**config.mk**
```make
export PLATFORM = sky130hd
export DESIGN_NAME = fetch_unit
export DESIGN_NICKNAME = d
export VERILOG_FILES = /design/src/rtl/fetch_unit.sv
export SDC_FILE = /design/constraint.sdc
export NUM_CORES = 1
export LEC_CHECK = 0
export CORE_MARGIN = 2
export CORE_UTILIZATION = 55
export DETAILED_ROUTE_END_ITERATION = 6
export PLACE_DENSITY = 0.82
export SYNTH_ARGS = -nofsm -noshare
export SYNTH_HDL_FRONTEND = slang
export SYNTH_SLANG_ARGS = --single-unit
```
**constraint.sdc**
```tcl
create_clock -name clk_i -period 3.95 [get_ports clk_i]
set_clock_uncertainty 0.15 [all_clocks]
set_input_delay 0.79 -clock clk_i [delete_from_list [all_inputs] [get_ports clk_i]]
set_output_delay 0.79 -clock clk_i [all_outputs]
set_load 0.05 [all_outputs]
```
**src/rtl/fetch_unit.sv**
```systemverilog
// fetch_unit: instruction fetch stage with a program counter, a 2-entry
// {instr, pc, fault} buffer, redirect/flush and fetch-fault detection.
//
// Handshake (decode side): instr_valid_o is high whenever the buffer holds an
// entry, and it never depends on instr_ready_i. An entry transfers on a rising
// edge where instr_valid_o && instr_ready_i. While instr_valid_o is high, the
// head fields (instr_o, instr_pc_o, fault_o) stay stable until they transfer
// or a redirect flushes them. While instr_valid_o is low, the head fields are
// driven to zero.
module fetch_unit #(
    parameter logic [31:0] RESET_PC   = 32'h0000_0000,
    parameter logic [31:0] IMEM_LIMIT = 32'd4095
) (
    input  logic        clk_i,
    input  logic        rst_ni,
    output logic [31:0] imem_addr_o,
    input  logic [31:0] imem_data_i,
    input  logic        redirect_i,
    input  logic [31:0] redirect_pc_i,
    output logic        instr_valid_o,
    input  logic        instr_ready_i,
    output logic [31:0] instr_o,
    output logic [31:0] instr_pc_o,
    output logic        fault_o,
    output logic        dbg_halt_o
);

    // RUN fetches every cycle the buffer has room. HALT stops fetching after
    // a fault has been captured, and only a redirect leaves it.
    typedef enum logic {
        RUN  = 1'b0,
        HALT = 1'b1
    } mode_e;

    mode_e       mode_q;
    mode_e       mode_d;
    logic [31:0] pc_q;
    logic [31:0] pc_d;

    logic [31:0] buf_instr [2];
    logic [31:0] buf_pc    [2];
    logic        buf_fault [2];
    logic        wr_ptr_q;
    logic        rd_ptr_q;
    logic [1:0]  count_q;

    logic        deq;
    logic        enq;
    logic        fetch_fault;

    assign imem_addr_o   = pc_q;
    assign instr_valid_o = (count_q != 2'd0);
    assign deq           = instr_valid_o && instr_ready_i;

    // A full buffer can still accept a new entry in the cycle its head leaves.
    assign enq = (mode_q == RUN) && !redirect_i && ((count_q != 2'd2) || deq);

    // Misaligned PCs and PCs past the end of instruction memory cannot be
    // fetched. Redirect targets are not corrected, so they are caught here.
    assign fetch_fault = (pc_q[1:0] != 2'b00) || (pc_q > IMEM_LIMIT);

    // Head fields are zero when the buffer is empty.
    assign instr_o    = instr_valid_o ? buf_instr[rd_ptr_q] : 32'h0;
    assign instr_pc_o = instr_valid_o ? buf_pc[rd_ptr_q]    : 32'h0;
    assign fault_o    = instr_valid_o ? buf_fault[rd_ptr_q] : 1'b0;

    assign dbg_halt_o = (mode_q == HALT);

    // Next mode: a redirect always resumes fetching, and a captured fault halts.
    always_comb begin
        mode_d = mode_q;
        if (redirect_i) begin
            mode_d = RUN;
        end else if (enq && fetch_fault) begin
            mode_d = HALT;
        end
    end

    // Next PC: load the redirect target, or step past a successfully fetched
    // word. A faulting PC is held so imem_addr_o shows where fetch stopped.
    always_comb begin
        pc_d = pc_q;
        if (redirect_i) begin
            pc_d = redirect_pc_i;
        end else if (enq && !fetch_fault) begin
            pc_d = pc_q + 32'd4;
        end
    end

    // Mode and PC registers.
    always_ff @(posedge clk_i or negedge rst_ni) begin
        if (!rst_ni) begin
            mode_q <= RUN;
            pc_q   <= RESET_PC;
        end else begin
            mode_q <= mode_d;
            pc_q   <= pc_d;
        end
    end

    // Buffer bookkeeping. A redirect discards everything, including an entry
    // dequeued in the same cycle, which decode has already taken.
    always_ff @(posedge clk_i or negedge rst_ni) begin
        if (!rst_ni) begin
            wr_ptr_q <= 1'b0;
            rd_ptr_q <= 1'b0;
            count_q  <= 2'd0;
        end else if (redirect_i) begin
            wr_ptr_q <= 1'b0;
            rd_ptr_q <= 1'b0;
            count_q  <= 2'd0;
        end else begin
            if (enq) begin
                wr_ptr_q <= ~wr_ptr_q;
            end
            if (deq) begin
                rd_ptr_q <= ~rd_ptr_q;
            end
            case ({enq, deq})
                2'b10:   count_q <= count_q + 2'd1;
                2'b01:   count_q <= count_q - 2'd1;
                default: count_q <= count_q;
            endcase
        end
    end

    // Entry storage. The memory is combinational, so the word for pc_q is
    // captured on the same edge that the PC advances. Fault entries carry no
    // instruction word.
    always_ff @(posedge clk_i or negedge rst_ni) begin
        if (!rst_ni) begin
            for (int i = 0; i < 2; i++) begin
                buf_instr[i] <= 32'h0;
                buf_pc[i]    <= 32'h0;
                buf_fault[i] <= 1'b0;
            end
        end else if (enq) begin
            buf_instr[wr_ptr_q] <= fetch_fault ? 32'h0 : imem_data_i;
            buf_pc[wr_ptr_q]    <= pc_q;
            buf_fault[wr_ptr_q] <= fetch_fault;
        end
    end

endmodule

```
==> run summary <==
combinational family with the most area after synthesis: multiplexers
number of max-cap violations: 0
number of hold violations in the final report: 0
RR Startpoint: imem_addr_o[1]
synthesized cell area: 7865 sq um
number of cells in the finished layout apart from fillers: 1034
most frequent cells in the layout: 166 x sky130_fd_sc_hd__dfrtp_1, 165 x sky130_fd_sc_hd__clkdlybuf4s50_1, 85 x sky130_fd_sc_hd__mux2_2
maximum number of pins on one net before global-route repair: 99
starting density of the core: 0.5644
aggregate negative setup slack: 0 ns
row cnt: 43
Synth area leaders: sky130_fd_sc_hd__dfrtp_1 53%, sky130_fd_sc_hd__mux2_2 12%, sky130_fd_sc_hd__mux2i_1 8.3%, sky130_fd_sc_hd__o31ai_1 5.7%, sky130_fd_sc_hd__nor2_1 3.9%
Peak VDD IR: 0.0003787 V
total vias in the final route: 5892
routability-driven placement congestion ratio: 0.8008
GRT Total Usage: 0.2586
area growth from synthesis to final layout: 31.56%
Synthesized Nets: 766
Clk Tree Root Cell: sky130_fd_sc_hd__clkbuf_16
final setup violation count: 0
max_slew headroom: 0.4133
# DRC: 0
required time of the critical path: 3.01 ns
arithmetic-cell share of the synthesized area counting full adders, half adders and majority gates: 0.001591
count of warnings emitted by yosys: 0
share of the synthesized area in the top cell type: 0.5313
Pwr per Cell Area: 494.4 nW/um^2
CTS tree: done
top fanout value on the critical path: 35
CP Data Arrival Time: 2.68 ns
number of library cell types mapped by synthesis: 45
remaining antenna violation count: 0
leakage dissipation: 4.255 nW
iteration-0 DRC count of the detailed router: 445
compound-cell area share of the yosys netlist: 0.09306
number of buffers created by CTS: 17
sequential cell area fraction in the yosys report: 0.5313
final worst path period need: 3.618 ns
number of antenna violations at the first check in global routing: 0
total wire length after detailed routing: 18790 microns
Critical Path Sink Type: output pin
total placed cells including tap cells: 1002
final clock period utilization by the worst path: 0.9160
via count normalized by instance count: 5.698
Max Freq: 0.2764 GHz
floorplan core area: 13930 sq um
Die Width: 123.6 microns
Pins Over Slew Limit: 0
die outline area: 15270 sq um
first-pass GRT wire length: 30180 microns
flip-flop cell with the highest count after synthesis: sky130_fd_sc_hd__dfrtp_1
biggest area consumer among synthesized cells: sky130_fd_sc_hd__dfrtp_1
cts hold-fix bufs: 0
fraction of the mapped netlist area in simple logic gates: 0.1157
Ant. Diodes: 0
type of the worst min-delay path: in2async
multiplexer share of the synthesized area: 0.2044
clock transition at the registers of the reported paths: 0.06 ns
vias in the first global route: 6088
startpoint type of the worst setup path: register
number of flops mapped to enable cells by yosys: 0
result of the run: completed
crit path kind: reg2out
XOR/XNOR Fraction of Synth Area: 0.001114
number of buffers between clock root and the deepest sink: 2
HPWL after DPL: 12200 microns
per-cell routed wire length: 18.17 microns
flip-flop and latch count after synthesis: 167
latest clock arrival within the worst-skew pair: 0.43 ns
number of top-level pins: 167
RSZ-0062 raised after global routing: no
count of nets after finishing: 910
router iterations before antenna repair: 5
number of sinks on the clock net: 167
Hold WS: 0.2985 ns
CP Launch Point: rd_ptr_q
number of buffers inserted by port buffering: 166
Syn Inst Count: 697
Resize count post-CTS: 0
GRT Residual Overflow: 0
Synth async-reset ratio: 1.000
Setup Fix Bufs, Post-CTS: 0
share of layout cells above drive strength 1: 0.1768
most frequent standard cell in the layout excluding fill and tap cells: sky130_fd_sc_hd__dfrtp_1
deepest level of the CTS H-tree: 4
floorplan die height: 123.6 microns
transition time at the pin with the least slew margin: 0.8801 ns
mean area per synthesized cell: 11.28 sq um
## through the flow
stage / setup WS (ns) / util / area (sq um) / total power [mW]
2_1_floorplan: 1.146 / - / 7865 / 2.748
3_5_place_dp: 0.7615 / 0.6911 / 9630 / 3.139
3_3_place_gp: 0.7724 / 0.6911 / 9630 / 3.091
4_1_cts: 0.2827 / 0.7426 / 10350 / 5.143
5_1_grt: 0.2317 / 0.7426 / 10350 / 5.302
6_report: 0.3317 / 0.7426 / 10350 / 5.116
## final timing paths
| path | depth (start not counted) | slack (ns) | to |
|---|---|---|---|
| max in group asynchronous | 2 | 2.47 | buf_instr[54] |
| hold reg to reg | 2 | 0.33 | buf_instr[11] |
| hold / removal | 1 | 0.30 | buf_instr[42] |
| setup reg to reg | 4 | 1.20 | buf_instr[38] |
| min in group clk_i | 2 | 0.33 | buf_instr[11] |
| setup / recovery | 4 | 0.33 | fault_o |
## metal layers
layer  vias to the layer above  part of all wire  global-route usage
li1                       2730                 -                   -
met1                      2921              0.43              0.3349
met2                       204              0.48              0.4186
met3                        37             0.065             0.06685
met4                         0             0.022              0.1016
met5                         -                 0                   0
## critical path, cell delays in order, from the launching register on
cell                              delay (ns)
sky130_fd_sc_hd__dfrtp_4                0.86
sky130_fd_sc_hd__buf_4                  0.34
sky130_fd_sc_hd__mux2i_1                0.10
sky130_fd_sc_hd__nor2_1                 0.12
sky130_fd_sc_hd__clkdlybuf4s50_1        0.82
## power breakdown
| group | leakage, nW | total [mW] | switching, mW | internal [mW] |
|---|---|---|---|---|
| Sequential | 2.11 | 2.12 | 0.181 | 1.93 |
| Combinational | 1.80 | 1.00 | 0.560 | 0.442 |
| Clock | 0.343 | 2.00 | 0.670 | 1.33 |
| Total | 4.25 | 5.12 | 1.41 | 3.70 |
## sequential cells by signal, indices dropped and copies added, names as in the netlist
register     flops
wr_ptr_q         1
dbg_halt_o       1
rd_ptr_q         1
buf_fault        2
buf_instr       64
count_q          2
imem_addr_o     32
buf_pc          64
## synthesized netlist by cell type (2+ instances only)
| master | n |
|---|---|
| sky130_fd_sc_hd__clkbuf_1 | 16 |
| sky130_fd_sc_hd__nor4_2 | 4 |
| sky130_fd_sc_hd__nand3_1 | 5 |
| sky130_fd_sc_hd__buf_2 | 18 |
| sky130_fd_sc_hd__or2_2 | 3 |
| sky130_fd_sc_hd__clkbuf_8 | 2 |
| sky130_fd_sc_hd__o21ai_0 | 9 |
| sky130_fd_sc_hd__o311ai_0 | 3 |
| sky130_fd_sc_hd__mux2_2 | 85 |
| sky130_fd_sc_hd__nand4_1 | 2 |
| sky130_fd_sc_hd__or4_1 | 5 |
| sky130_fd_sc_hd__o31ai_2 | 7 |
| sky130_fd_sc_hd__buf_1 | 5 |
| sky130_fd_sc_hd__nor2_1 | 81 |
| sky130_fd_sc_hd__buf_6 | 3 |
| sky130_fd_sc_hd__dfrtp_1 | 167 |
| sky130_fd_sc_hd__nand2_1 | 77 |
| sky130_fd_sc_hd__mux2i_1 | 65 |
| sky130_fd_sc_hd__nor3b_1 | 2 |
| sky130_fd_sc_hd__buf_4 | 5 |
| sky130_fd_sc_hd__a21oi_1 | 4 |
| sky130_fd_sc_hd__o31ai_1 | 60 |
| sky130_fd_sc_hd__and4_1 | 2 |
| sky130_fd_sc_hd__a31oi_1 | 8 |
| sky130_fd_sc_hd__o311ai_1 | 2 |
| sky130_fd_sc_hd__nor3_1 | 2 |
| sky130_fd_sc_hd__inv_1 | 37 |
## area by class of cell
| class | count | area [sq um] |
|---|---|---|
| Fill cell | 908 | 3587 |
| Clock inverter | 13 | 274.0 |
| Clock buffer | 19 | 442.9 |
| Sequential cell | 167 | 4183 |
| Timing Repair Buffer | 175 | 1793 |
| Tap cell | 180 | 225.2 |
| Inverter | 37 | 138.9 |
| Multi-Input combinational cell | 443 | 3291 |
## cells by family after synthesis
kind of cell             Yosys count
multiplexers                     150
XOR/XNOR                           1
adder cells (fa/ha/maj)            1
AO/OA/AOI/OAI                     97
AND/OR/NAND/NOR                  194
buffers and inverters             87
flip-flops                       167
No activity file was read; power rests on OpenSTA's default activity.
